$ cat src/rtl/disp_pkg.sv
// ---------------------------------------------------------------------------------------------
// disp_pkg
//   Shared constants and helpers for the multiplexed 7-segment display driver.
//   - SEG_0 .. SEG_F : active-low segment patterns, bit 6 = segment a ... bit 0 = segment g
//   - SEG_OFF        : all segments dark
//   - scan_state_e   : scan FSM state encoding (DRIVE, GAP)
//   - seg_decode()   : nibble -> segment pattern; BCD mode returns SEG_OFF for codes above 9
// ---------------------------------------------------------------------------------------------
package disp_pkg;

    localparam logic [6:0] SEG_0   = 7'b0000001;
    localparam logic [6:0] SEG_1   = 7'b1001111;
    localparam logic [6:0] SEG_2   = 7'b0010010;
    localparam logic [6:0] SEG_3   = 7'b0000110;
    localparam logic [6:0] SEG_4   = 7'b1001100;
    localparam logic [6:0] SEG_5   = 7'b0100100;
    localparam logic [6:0] SEG_6   = 7'b0100000;
    localparam logic [6:0] SEG_7   = 7'b0001111;
    localparam logic [6:0] SEG_8   = 7'b0000000;
    localparam logic [6:0] SEG_9   = 7'b0000100;
    localparam logic [6:0] SEG_A   = 7'b0001000;
    localparam logic [6:0] SEG_B   = 7'b1100000;
    localparam logic [6:0] SEG_C   = 7'b0110001;
    localparam logic [6:0] SEG_D   = 7'b1000010;
    localparam logic [6:0] SEG_E   = 7'b0110000;
    localparam logic [6:0] SEG_F   = 7'b0111000;
    localparam logic [6:0] SEG_OFF = 7'h7F;

    typedef enum logic {
        DRIVE,
        GAP
    } scan_state_e;

    function automatic logic [6:0] seg_decode(input logic [3:0] code, input logic hex_mode);
        logic [6:0] seg;
        seg = SEG_OFF;
        unique case (code)
            4'h0: seg = SEG_0;
            4'h1: seg = SEG_1;
            4'h2: seg = SEG_2;
            4'h3: seg = SEG_3;
            4'h4: seg = SEG_4;
            4'h5: seg = SEG_5;
            4'h6: seg = SEG_6;
            4'h7: seg = SEG_7;
            4'h8: seg = SEG_8;
            4'h9: seg = SEG_9;
            4'hA: seg = SEG_A;
            4'hB: seg = SEG_B;
            4'hC: seg = SEG_C;
            4'hD: seg = SEG_D;
            4'hE: seg = SEG_E;
            4'hF: seg = SEG_F;
        endcase
        // BCD mode: codes A..F are not digits and stay dark
        if (!hex_mode && (code > 4'd9)) begin
            seg = SEG_OFF;
        end
        return seg;
    endfunction

endpackage

$ cat src/rtl/seg_decoder.sv
// ---------------------------------------------------------------------------------------------
// seg_decoder
//   Combinational nibble to 7-segment decoder (active-low segments).
//   Ports:
//     code_i      in  4  digit code
//     hex_mode_i  in  1  1 = decode 0-F, 0 = BCD (codes above 9 are invalid)
//     seg_o       out 7  segment pattern a..g in [6:0], SEG_OFF when invalid
//     valid_o     out 1  1 = code is displayable in the selected mode
// ---------------------------------------------------------------------------------------------
module seg_decoder
    import disp_pkg::*;
(
    input  logic [3:0] code_i,
    input  logic       hex_mode_i,
    output logic [6:0] seg_o,
    output logic       valid_o
);

    assign seg_o   = seg_decode(code_i, hex_mode_i);
    assign valid_o = hex_mode_i || (code_i <= 4'd9);

endmodule

$ cat src/rtl/display_scan_mux.sv
// ---------------------------------------------------------------------------------------------
// display_scan_mux
//   Time-multiplexed driver for NUM_DIGITS common-anode 7-segment digits. A packed digit frame is
//   captured into shadow registers once per scan frame (when the digit index wraps to 0), so input
//   changes mid-frame never tear the display. Leading-zero suppression is resolved at capture.
//   An optional ghost-blanking gap of BLANK_TICKS scan ticks separates consecutive digits.
//
//   Parameters:
//     NUM_DIGITS   digits scanned (2..16)
//     SCAN_DIV     clk1kHz cycles per scan tick (>=1)
//     BLANK_TICKS  all-anodes-off ticks between digits (0..15)
//     BLINK_TICKS  scan ticks per blink half-period (blink build only)
//
//   Ports:
//     clk1kHz     in   1            scan clock
//     reset       in   1            asynchronous, active-high
//     digits_i    in   4*N          digit k at [4k+3:4k], digit 0 rightmost
//     dp_i        in   N            decimal point request, 1 = lit
//     blank_i     in   N            1 = digit forced dark
//     hex_mode_i  in   1            1 = hex decode, 0 = BCD
//     lz_en_i     in   1            1 = suppress leading zeros
//     blink_i     in   N            per-digit blink mask
//     Sseg        out  7            segments a..g, active-low
//     dp_o        out  1            decimal point, active-low
//     anodos      out  N            digit enables, active-low, at most one low
//     frame_o     out  1            one-cycle pulse after a new frame is captured
//
//   Build option: define DISP_BLINK_EN to enable the blink phase counter; otherwise blink_i is
//   ignored and no digit ever blinks.
// ---------------------------------------------------------------------------------------------
module display_scan_mux
    import disp_pkg::*;
#(
    parameter int unsigned NUM_DIGITS  = 8,
    parameter int unsigned SCAN_DIV    = 1,
    parameter int unsigned BLANK_TICKS = 0,
    parameter int unsigned BLINK_TICKS = 250
) (
    input  logic                    clk1kHz,
    input  logic                    reset,
    input  logic [4*NUM_DIGITS-1:0] digits_i,
    input  logic [NUM_DIGITS-1:0]   dp_i,
    input  logic [NUM_DIGITS-1:0]   blank_i,
    input  logic                    hex_mode_i,
    input  logic                    lz_en_i,
    input  logic [NUM_DIGITS-1:0]   blink_i,
    output logic [6:0]              Sseg,
    output logic                    dp_o,
    output logic [NUM_DIGITS-1:0]   anodos,
    output logic                    frame_o
);

    localparam int unsigned IdxW    = $clog2(NUM_DIGITS);
    localparam int unsigned IdxLast = NUM_DIGITS - 1;
    localparam int unsigned DivW    = (SCAN_DIV > 1) ? $clog2(SCAN_DIV) : 1;
    localparam int unsigned DivLast = SCAN_DIV - 1;
    localparam int unsigned GapLast = (BLANK_TICKS == 0) ? 0 : BLANK_TICKS - 1;

    // Prescaler and scan state
    logic [DivW-1:0]         div_q;
    logic                    tick;
    scan_state_e             state_q;
    logic [IdxW-1:0]         idx_q;
    logic [IdxW-1:0]         idx_next;
    logic [3:0]              gap_q;
    logic                    advance;
    logic                    wrap;

    // Shadow frame
    logic [4*NUM_DIGITS-1:0] sh_digits_q;
    logic [NUM_DIGITS-1:0]   sh_dp_q;
    logic [NUM_DIGITS-1:0]   sh_blank_q;
    logic [NUM_DIGITS-1:0]   sh_lz_q;
    logic                    sh_hex_q;
    logic [NUM_DIGITS-1:0]   lz_mask_d;

    // Output path
    logic [3:0]              cur_code;
    logic [6:0]              dec_seg;
    logic                    dec_valid;
    logic                    blink_dark;
    logic                    lit;
    logic [6:0]              sseg_d;
    logic                    dp_d;
    logic [NUM_DIGITS-1:0]   anodos_d;

    // -----------------------------------------------------------------------------------------
    // Prescaler: tick in the cycle where the count reaches SCAN_DIV-1
    // -----------------------------------------------------------------------------------------
    assign tick = (div_q == DivLast[DivW-1:0]);

    always_ff @(posedge clk1kHz or posedge reset) begin
        if (reset) begin
            div_q <= '0;
        end else if (tick) begin
            div_q <= '0;
        end else begin
            div_q <= div_q + 1'b1;
        end
    end

    // -----------------------------------------------------------------------------------------
    // Digit advance: from DRIVE directly when there is no gap, otherwise at the end of GAP
    // -----------------------------------------------------------------------------------------
    always_comb begin
        advance = 1'b0;
        if (tick) begin
            if (state_q == DRIVE) begin
                advance = (BLANK_TICKS == 0);
            end else begin
                advance = (gap_q == GapLast[3:0]);
            end
        end
        wrap     = advance && (idx_q == IdxLast[IdxW-1:0]);
        idx_next = wrap ? '0 : idx_q + 1'b1;
    end

    // -----------------------------------------------------------------------------------------
    // Leading-zero mask, evaluated on the live inputs and stored with the frame.
    // Walk from the most significant digit down; any nonzero code or a dp request ends the run.
    // -----------------------------------------------------------------------------------------
    always_comb begin
        logic supp;
        lz_mask_d = '0;
        supp      = lz_en_i;
        for (int k = NUM_DIGITS - 1; k >= 1; k--) begin
            if ((digits_i[4*k +: 4] != 4'd0) || dp_i[k]) begin
                supp = 1'b0;
            end
            lz_mask_d[k] = supp;
        end
    end

    // -----------------------------------------------------------------------------------------
    // Optional blink phase
    // -----------------------------------------------------------------------------------------
`ifdef DISP_BLINK_EN
    localparam int unsigned BlinkW    = (BLINK_TICKS > 1) ? $clog2(BLINK_TICKS) : 1;
    localparam int unsigned BlinkLast = BLINK_TICKS - 1;

    logic [BlinkW-1:0]     blink_cnt_q;
    logic                  phase_q;
    logic [NUM_DIGITS-1:0] sh_blink_q;

    always_ff @(posedge clk1kHz or posedge reset) begin
        if (reset) begin
            blink_cnt_q <= '0;
            phase_q     <= 1'b0;
            sh_blink_q  <= '0;
        end else begin
            if (tick) begin
                if (blink_cnt_q == BlinkLast[BlinkW-1:0]) begin
                    blink_cnt_q <= '0;
                    phase_q     <= ~phase_q;
                end else begin
                    blink_cnt_q <= blink_cnt_q + 1'b1;
                end
            end
            if (wrap) begin
                sh_blink_q <= blink_i;
            end
        end
    end

    assign blink_dark = phase_q & sh_blink_q[idx_q];
`else
    localparam int unsigned unused_blink_ticks = BLINK_TICKS;
    logic unused_blink;
    assign unused_blink = ^blink_i;
    assign blink_dark   = 1'b0;
`endif

    // -----------------------------------------------------------------------------------------
    // Current digit decode and next output values
    // -----------------------------------------------------------------------------------------
    assign cur_code = sh_digits_q[{idx_q, 2'b00} +: 4];

    seg_decoder u_seg_decoder (
        .code_i     (cur_code),
        .hex_mode_i (sh_hex_q),
        .seg_o      (dec_seg),
        .valid_o    (dec_valid)
    );

    assign lit = (state_q == DRIVE) && !sh_blank_q[idx_q] && !sh_lz_q[idx_q] && dec_valid &&
                 !blink_dark;

    always_comb begin
        sseg_d   = SEG_OFF;
        dp_d     = 1'b1;
        anodos_d = '1;
        if (lit) begin
            sseg_d          = dec_seg;
            dp_d            = ~sh_dp_q[idx_q];
            anodos_d[idx_q] = 1'b0;
        end
    end

    // -----------------------------------------------------------------------------------------
    // Scan FSM, shadow frame and registered outputs
    // -----------------------------------------------------------------------------------------
    always_ff @(posedge clk1kHz or posedge reset) begin
        if (reset) begin
            state_q     <= DRIVE;
            idx_q       <= '0;
            gap_q       <= '0;
            sh_digits_q <= '0;
            sh_dp_q     <= '0;
            sh_blank_q  <= '1;  // first frame dark until a real capture
            sh_lz_q     <= '0;
            sh_hex_q    <= 1'b0;
            Sseg        <= SEG_OFF;
            dp_o        <= 1'b1;
            anodos      <= '1;
            frame_o     <= 1'b0;
        end else begin
            Sseg    <= sseg_d;
            dp_o    <= dp_d;
            anodos  <= anodos_d;
            frame_o <= wrap;

            unique case (state_q)
                DRIVE: begin
                    if (tick) begin
                        if (BLANK_TICKS == 0) begin
                            idx_q <= idx_next;
                        end else begin
                            state_q <= GAP;
                            gap_q   <= '0;
                        end
                    end
                end
                GAP: begin
                    if (tick) begin
                        if (gap_q == GapLast[3:0]) begin
                            idx_q   <= idx_next;
                            state_q <= DRIVE;
                        end else begin
                            gap_q <= gap_q + 4'd1;
                        end
                    end
                end
                default: state_q <= DRIVE;
            endcase

            if (wrap) begin
                sh_digits_q <= digits_i;
                sh_dp_q     <= dp_i;
                sh_blank_q  <= blank_i;
                sh_lz_q     <= lz_mask_d;
                sh_hex_q    <= hex_mode_i;
            end
        end
    end

endmodule
$ cat config.mk
export PLATFORM = sky130hd
export DESIGN_NAME = display_scan_mux
export DESIGN_NICKNAME = d
export VERILOG_FILES = /design/src/rtl/disp_pkg.sv /design/src/rtl/seg_decoder.sv /design/src/rtl/display_scan_mux.sv
export SDC_FILE = /design/constraint.sdc
export NUM_CORES = 1
export LEC_CHECK = 0
export CELL_PAD_IN_SITES_DETAIL_PLACEMENT = 1
export CELL_PAD_IN_SITES_GLOBAL_PLACEMENT = 1
export CORE_MARGIN = 2
export CORE_UTILIZATION = 44
export DETAILED_ROUTE_END_ITERATION = 7
export GPL_TIMING_DRIVEN = 0
export PLACE_DENSITY_LB_ADDON = 0.1
export SYNTH_ARGS = -nofsm -noshare
export SYNTH_HDL_FRONTEND = slang
export SYNTH_HIERARCHICAL = 1
export SYNTH_SLANG_ARGS = --single-unit
$ cat constraint.sdc
create_clock -name clk1kHz -period 8.8 [get_ports clk1kHz]
set_input_delay 1.32 -clock clk1kHz [delete_from_list [all_inputs] [get_ports clk1kHz]]
set_output_delay 1.32 -clock clk1kHz [all_outputs]
set_load 0.05 [all_outputs]
==> results of run 1 <==
placed cells by master (no fill, tap or decap), drive strengths merged, types with 2 or more instances in the layout:
master,synthesis,routed
nand3,4,4
and3,2,2
mux2,52,52
o21ai,10,10
nand2,39,39
a2111oi,3,3
nor3b,2,2
dfstp,24,24
mux2i,5,5
or3,3,3
or4,5,5
nand4b,2,2
inv,11,12
nand2b,5,5
a211oi,2,2
a31oi,2,2
nor2,25,25
xnor2,3,3
o211ai,9,9
clkdlybuf4s50,0,68
buf,15,16
a21oi,6,6
nor3,6,6
nor2b,2,2
dfrtp,57,57
ha,11,11
o31ai,3,3
nor4,2,2
clkbuf,2,13
bufinv,0,4
mux4,4,4
cell families (layout without fill, tap and decap cells):
logic type	count (synthesis)	after routing	synth area share
xor gates and xnor gates	3	3	0.006734
adders and majority gates	11	11	0.03527
muxes	61	61	0.1860
AOI/OAI and AO/OA	44	44	0.08240
buffers and inverters	28	113	0.03335
DFF	81	81	0.5271
and+or+nand+nor	102	102	0.1292
where the power goes:
group	total (mW)	leakage, nW	switching (mW)	internal (mW)
clock network	0.359	0.128	0.140	0.219
logic	0.0911	0.997	0.0446	0.0465
registers	0.398	0.950	0.00770	0.390
worst max path at each step:
stage | from | end | cells after the start
after floorplan | reset | frame_o | 1
after global placement | reset | idx_q[2] | 2
after detailed placement | idx_q[2] | anodos[1] | 12
after CTS | idx_q[2] | anodos[3] | 12
after global routing | idx_q[0] | anodos[2] | 13
final | idx_q[2] | anodos[3] | 12
layout make-up:
type,instances,area (um^2),share of cell area
clock inverters,5,128.9,0.02573
flip-flops and latches,81,2057,0.4107
inverters,11,43.79,0.008743
multi-input cells,221,1715,0.3425
well taps,108,135.1,0.02698
clock buffers,11,131.4,0.02623
plain buffers,17,88.84,0.01774
repair buffers,69,708.2,0.1414
worst max-delay path: cells and delay by family, from the launching register on:
family,cells,cell delay (ps)
AND/OR/NAND/NOR,3,370
AO/OA/AOI/OAI,4,1590
adder cells (fa/ha/maj),1,300
flip-flops,1,450
buffers and inverters,4,1130
per-stage QoR:
stage	instance area, um^2	std cells
after CTS	5009	523
after global placement	4718	506
after global routing	5009	523
after detailed placement	4748	507
final	5009	523
after floorplan	3902	330
flip-flops by register name, summed over array words and instances, names as in the netlist:
signal	count
dp_o	1
frame_o	1
sh_dp_q	8
sh_blank_q	8
sh_hex_q	1
sh_digits_q	32
idx_q	3
Sseg	7
anodos	8
gap_q	4
state_q	1
sh_lz_q	7
routing by layer:
metal | GRT usage | routed length (um) | vias up
li1 | - | - | 1328
met1 | 0.2952 | 4372 | 1412
met2 | 0.3725 | 5060 | 72
met3 | 0.03651 | 447 | 6
met4 | 0.06849 | 105 | 0
met5 | 0 | 0 | -
synthesized netlist by cell type (3+ instances only):
cell and count:
inv_1 11, mux2_2 52, mux4_2 4, nand2b_1 5, or4_1 4, dfrtp_1 57
nor2_1 24, nor3_1 6, a21oi_1 5, mux2i_1 5, dfstp_2 24, buf_2 14
nand2_1 39, ha_1 11, or3_1 3, nand3_1 4, o21ai_0 9, xnor2_1 3
o31ai_1 3, o211ai_1 7
==> key figures, run 1 <==
Clock tree
  – CTS clk-pin slew, worst paths: 80 ps
  – # resized after CTS: 0
  – CTS tree: built
  – Clock Latency Late Sink: between 300 and 400 ps
  – Hold Buf Count CTS: 0
  – CTS Buf Count: 9
  – H-tree depth: 3
  – Clock buffer depth: 2
  – Postcts setup bufs: 0
  – Clk sinks: slightly above 80
  – Clk root buf: clkbuf_8

Timing
  – Final-report hold violation count: 0
  – Period utilisation layout: 0.4513
  – Slack of the critical path: 4828 ps
  – Clock Skews: around 14 ps
  – RSZ-0062 raised after global routing: no
  – Setup tns final: 0 ps
  – Slew margin rel.: 0.3247
  – Final hold slack: 497.2 ps
  – Slew Viols, Final: 0
  – Setup violations, final: 0
  – Fmax: 0.2518 GHz
  – Worst slew pin tran: 987.5 ps
  – Final min period: 3972 ps

Power and ir drop
  – Pwr Total: 0.8483 mW
  – VDD IR max: 0.00007688 V
  – Cell leakage power: 2.075 nW
  – Pwr per Cell Area: 169.4 nW/um^2

Yosys
  – Register area share after synthesis: 0.5271
  – Post-Syn Nets: 401
  – Post-synth top area cell: dfrtp_1
  – Syn. warnings: 6
  – Mapped Avg Cell Area: 11.83 um^2
  – Yosys top cell area share: 0.3655
  – Synth cell types: between 50 and 60
  – Cells after Synth: 330
  – Synth top area cells: dfrtp_1 (37%), dfstp_2 (16%), mux2_2 (15%)
  – Mapped cell area: 3902 um^2
  – Number of synthesized flops with an enable pin: 0
  – Yosys reg bits: 81
  – Top_reg_cell synth: dfrtp_1
  – Async SR Flop Fraction: 1.000

Global routing
  – First-pass GRT wire length: around 16000 um
  – Largest net degree at the start of global routing: 66
  – Number of global-route vias before repair: 3033
  – Remaining Overflow, GRT: 0
  – Initial antenna violation count: 0
  – Total track usage: 0.2212

Layout
  – Fillers: just over 900
  – Number of antenna repair diodes: 0
  – Area Overhead vs Synth: 28.34%
  – Core Util, Final: 0.5771
  – Layout cells sized above 1: 0.2892
  – Nets: 481

Job
  – Max Cap Violations: 0

Setup path
  – CP Data Arrival Time: approximately 4200 ps
  – CP Launch Type: flop
  – CP Cell Sequence: buf_2 -> buf_2 -> buf_2 -> a21oi_1 -> a221o_1 -> inv_1 -> ha_1 -> nor2_1 -> o211ai_2 -> nand2_1 -> a2111oi_0 -> nand2_1
  – CP max-delay cell: a2111oi_0
  – Kind of end point of the critical path: flop
  – Origin of the critical flop-to-flop path: idx_q[2]
  – Crit-path max cell delay: 880 ps
  – CP dominant cell by count: buf_2
  – Internal reg-to-reg setup slack: 4830 ps
  – Critical R2R Capture: anodos[3]
  – Class of the most critical setup path: flop to flop
  – CP Data Required Time: 9040 ps
  – Worst Path Max Fanout: 10
  – Reg2Reg Depth: 12

Hold path
  – Hold Startpoint: gap_q[3]
  – Hold WC Path Type: flop to flop
  – Worst hold path stage count: 1
  – Worst hold path endpoint: gap_q[3]

Floorplanning
  – Row cnt: 34
  – Die Wd: approximately 98 um
  – Vert. Die Dim: between 90 and 100 um
  – Core area: approximately 8700 um^2
  – Ports: 77
  – Die area: ~9600 um^2
  – Initial Util: 0.4497

Detailed routing
  – DR iter-0 viols: 158
  – Drt wl/cell: 19.09 um
  – DR pass1 iterations: 4
  – Total wire length: 9985 um
  – Post-route ant nets: 0
  – Vias: about 2.8k
  – Detailed-route DRC error count: 0
  – Vias per cell: 5.388

Placement
  – Count of input and output buffers: 68
  – Dpl hpwl: 7357 um
  – Dpl ws: 4859 ps
  – Gpl congestion: roughly 0.80

Status
  – Status: finished clean
No activity file was read; power rests on OpenSTA's default activity.
==> inputs of run 2 (changes only) <==
--- a/config.mk
+++ b/config.mk
@@ -8,7 +8,7 @@
 export CELL_PAD_IN_SITES_DETAIL_PLACEMENT = 1
 export CELL_PAD_IN_SITES_GLOBAL_PLACEMENT = 1
 export CORE_MARGIN = 2
-export CORE_UTILIZATION = 44
+export CORE_UTILIZATION = 41
 export DETAILED_ROUTE_END_ITERATION = 7
 export GPL_TIMING_DRIVEN = 0
 export PLACE_DENSITY_LB_ADDON = 0.1
==> constraint.sdc (replaced) <==
create_clock -name clk1kHz -period 3.9 [get_ports clk1kHz]
set_input_delay 0.585 -clock clk1kHz [delete_from_list [all_inputs] [get_ports clk1kHz]]
set_output_delay 0.585 -clock clk1kHz [all_outputs]
set_load 0.05 [all_outputs]
==> key figures, run 2 (synthesis results as in run 1) <==
Floorplanning
  – Vert. Die Dim: 101.6 um (was 98.18 um)
  – Initial Util: 0.4223 (was 0.4497)
  – Row cnt: 35 (was 34)
  – Ports: 77 (unchanged)
  – Die area: 10310 um^2 (was 9638 um^2)
  – Die Wd: 101.6 um (was 98.18 um)
  – Core area: 9240 um^2 (was 8678 um^2)

Timing
  – Fmax: 0.2782 GHz (was 0.2518 GHz)
  – RSZ-0062 raised after global routing: no (unchanged)
  – Setup tns final: 0 ps (unchanged)
  – Worst slew pin tran: 821.4 ps (was 987.5 ps)
  – Slack of the critical path: 305.4 ps (was 4828 ps)
  – Slew margin rel.: 0.4382 (was 0.3247)
  – Final-report hold violation count: 0 (unchanged)
  – Period utilisation layout: 0.9217 (was 0.4513)
  – Slew Viols, Final: 0 (unchanged)
  – Setup violations, final: 0 (unchanged)
  – Final min period: 3595 ps (was 3972 ps)
  – Clock Skews: 7.661 ps (was 13.93 ps)

Placement
  – Post-DP Area: 4767 um^2 (was 4748 um^2)
  – Gpl congestion: 0.7846 (was 0.8013)
  – Dpl ws: 50.33 ps (was 4859 ps)
  – Dpl hpwl: 7570 um (was 7357 um)
  – Count of input and output buffers: 68 (unchanged)

Setup path
  – CP Cell Sequence: clkbuf_4 -> clkbuf_4 -> clkbuf_4 -> a21oi_1 -> a221o_1 -> inv_1 -> ha_1 -> nor2_1 -> o211ai_2 -> nand2_1 -> a2111oi_4 -> buf_2 -> nand3_1 (was buf_2 -> buf_2 -> buf_2 -> a21oi_1 -> a221o_1 -> inv_1 -> ha_1 -> nor2_1 -> o211ai_2 -> nand2_1 -> a2111oi_0 -> nand2_1)
  – CP max-delay cell: dfrtp_1 (was a2111oi_0)
  – Crit-path max cell delay: 440 ps (was 880 ps)
  – CP dominant cell by count: clkbuf_4 (was buf_2)
  – WP buf/inv: 5 (was 4)
  – CP Data Required Time: 4170 ps (was 9040 ps)
  – Top Family by Delay on Critical Path: buffers and inverters (was compound AO/OA/AOI/OAI gates)
  – CP Data Arrival Time: 3860 ps (was 4220 ps)
  – CP Launch Type: flop (unchanged)
  – Worst Path Max Fanout: 10 (unchanged)
  – Kind of end point of the critical path: flop (unchanged)
  – Class of the most critical setup path: flop to flop (unchanged)

Layout
  – Biggest register: sh_digits_q (unchanged)
  – Fillers: 986 (was 931)
  – Cell area after layout: 5017 um^2 (was 5009 um^2)
  – Area Overhead vs Synth: 28.57% (was 28.34%)
  – Area of the multi-input gates: 1734 um^2 (was 1715 um^2)
  – Layout cells sized above 1: 0.2940 (was 0.2892)
  – Nets: 481 (unchanged)
  – Max reg flops: 32 (unchanged)
  – Number of antenna repair diodes: 0 (unchanged)
  – Core Util, Final: 0.5430 (was 0.5771)
  – Commonest non-fill, non-tap cell in the layout: clkdlybuf4s50_1 (unchanged)
  – Area occupied by registers: 2057 um^2 (unchanged)
  – Most frequent cells in the layout: clkdlybuf4s50_1 (68), dfrtp_1 (57), mux2_2 (52), nand2_1 (39) (unchanged)

Clock tree
  – Clk root buf: clkbuf_8 (unchanged)
  – CTS Buf Count: 9 (unchanged)
  – Clock Latency Late Sink: 350 ps (was 360 ps)
  – # resized after CTS: 0 (unchanged)
  – CTS clk-pin slew, worst paths: 90 ps (was 80 ps)
  – Clock buffer depth: 2 (unchanged)
  – H-tree depth: 3 (unchanged)
  – Clk sinks: 81 (unchanged)
  – CTS tree: built (unchanged)
  – Postcts setup bufs: 0 (unchanged)
  – Hold Buf Count CTS: 0 (unchanged)

Global routing
  – Number of global-route vias before repair: 2951 (was 3033)
  – Initial antenna violation count: 0 (unchanged)
  – Largest net degree at the start of global routing: 43 (was 66)
  – Total track usage: 0.2070 (was 0.2212)
  – First-pass GRT wire length: 15940 um (was 16390 um)
  – Remaining Overflow, GRT: 0 (unchanged)

Job
  – Max Cap Violations: 0 (unchanged)

Power and ir drop
  – VDD IR max: 0.0001899 V (was 0.00007688 V)
  – Pwr per Cell Area: 355.9 nW/um^2 (was 169.4 nW/um^2)
  – Cell leakage power: 2.050 nW (was 2.075 nW)
  – Pwr Total: 1.786 mW (was 0.8483 mW)

Detailed routing
  – DR iter-0 viols: 75 (was 158)
  – Vias per cell: 5.171 (was 5.388)
  – Total wire length: 9720 um (was 9985 um)
  – Drt wl/cell: 17.87 um (was 19.09 um)
  – Post-route ant nets: 0 (unchanged)
  – Detailed-route DRC error count: 0 (unchanged)
  – DR pass1 iterations: 4 (unchanged)
  – Vias: 2813 (was 2818)

Hold path
  – Hold WC Path Type: flop to flop (unchanged)

Status
  – Status: finished clean (unchanged)
## run 2: cell count changes in the layout (fill, tap and decap cells not counted)
cell        change
a2111oi_0       -1
buf_16          -1
buf_12          +1
buf_2           -5
a2111oi_4       +1
bufinv_16       -2
clkinvlp_4      +3
clkbuf_1        -1
clkbuf_4        +5
## run 2: final cells by class
| type | instances | share of cell area |
|---|---|---|
| Buffer | 17 | 0.02020 |
| Clock buffer | 10 | 0.02544 |
| Clock inverter | 6 | 0.01820 |
| Inverter | 11 | 0.008728 |
| Multi-Input combinational cell | 221 | 0.3456 |
| Sequential cell | 81 | 0.4100 |
| Tap cell | 129 | 0.03217 |
| Timing Repair Buffer | 69 | 0.1397 |
## run 2: worst register-to-register path: cells and delay by family, from the launching register on
kind                       cells  cell delay (ps)
buffers and inverters          5             1290
adders and majority gates      1              290
and+or+nand+nor                3              390
AOI/OAI and AO/OA              4             1110
DFF                            1              440
## run 2: per-stage QoR
step,std cells,hold WS (ps)
3_5_place_dp,528,479.9
3_3_place_gp,527,464.9
5_1_grt,544,513.4
2_1_floorplan,330,446.6
4_1_cts,544,499.3
6_report,544,494.1
## run 2: final timing paths
| kind | start | end | slack, ps | depth (start not counted) |
|---|---|---|---|---|
| worst max-delay path | idx_q[2] | anodos[4] | 310 | 13 |
| worst min-delay path | sh_lz_q[1] | sh_lz_q[1] | 490 | 2 |
| worst max register to register | idx_q[2] | anodos[4] | 310 | 13 |
| worst min register to register | sh_lz_q[1] | sh_lz_q[1] | 490 | 2 |
| max in group asynchronous | reset | sh_digits_q[19] | 2690 | 3 |
| min in group asynchronous | reset | sh_digits_q[25] | 610 | 2 |
## run 2: where the power goes
| group | total [mW] | switching (mW) | internal (mW) |
|---|---|---|---|
| logic | 0.206 | 0.101 | 0.105 |
| registers | 0.898 | 0.0171 | 0.881 |
| clock network | 0.682 | 0.319 | 0.363 |
## run 2: routing by layer
metal / global-route usage / part of all wire / up-vias
li1: - / - / 1335
met1: 0.2851 / 0.46 / 1394
met2: 0.3416 / 0.49 / 73
met3: 0.02622 / 0.040 / 11
met4: 0.06549 / 0.013 / 0
met5: 0 / 0 / -
==> inputs of run 3 (changes only) <==
--- a/config.mk
+++ b/config.mk
@@ -5,6 +5,7 @@
 export SDC_FILE = /design/constraint.sdc
 export NUM_CORES = 1
 export LEC_CHECK = 0
+export ABC_CLOCK_PERIOD_IN_PS = 3900
 export CELL_PAD_IN_SITES_DETAIL_PLACEMENT = 1
 export CELL_PAD_IN_SITES_GLOBAL_PLACEMENT = 1
 export CORE_MARGIN = 2
==> results of run 3 <==
Same layout as run 2: the final DEF is identical, and so are final timing and power.
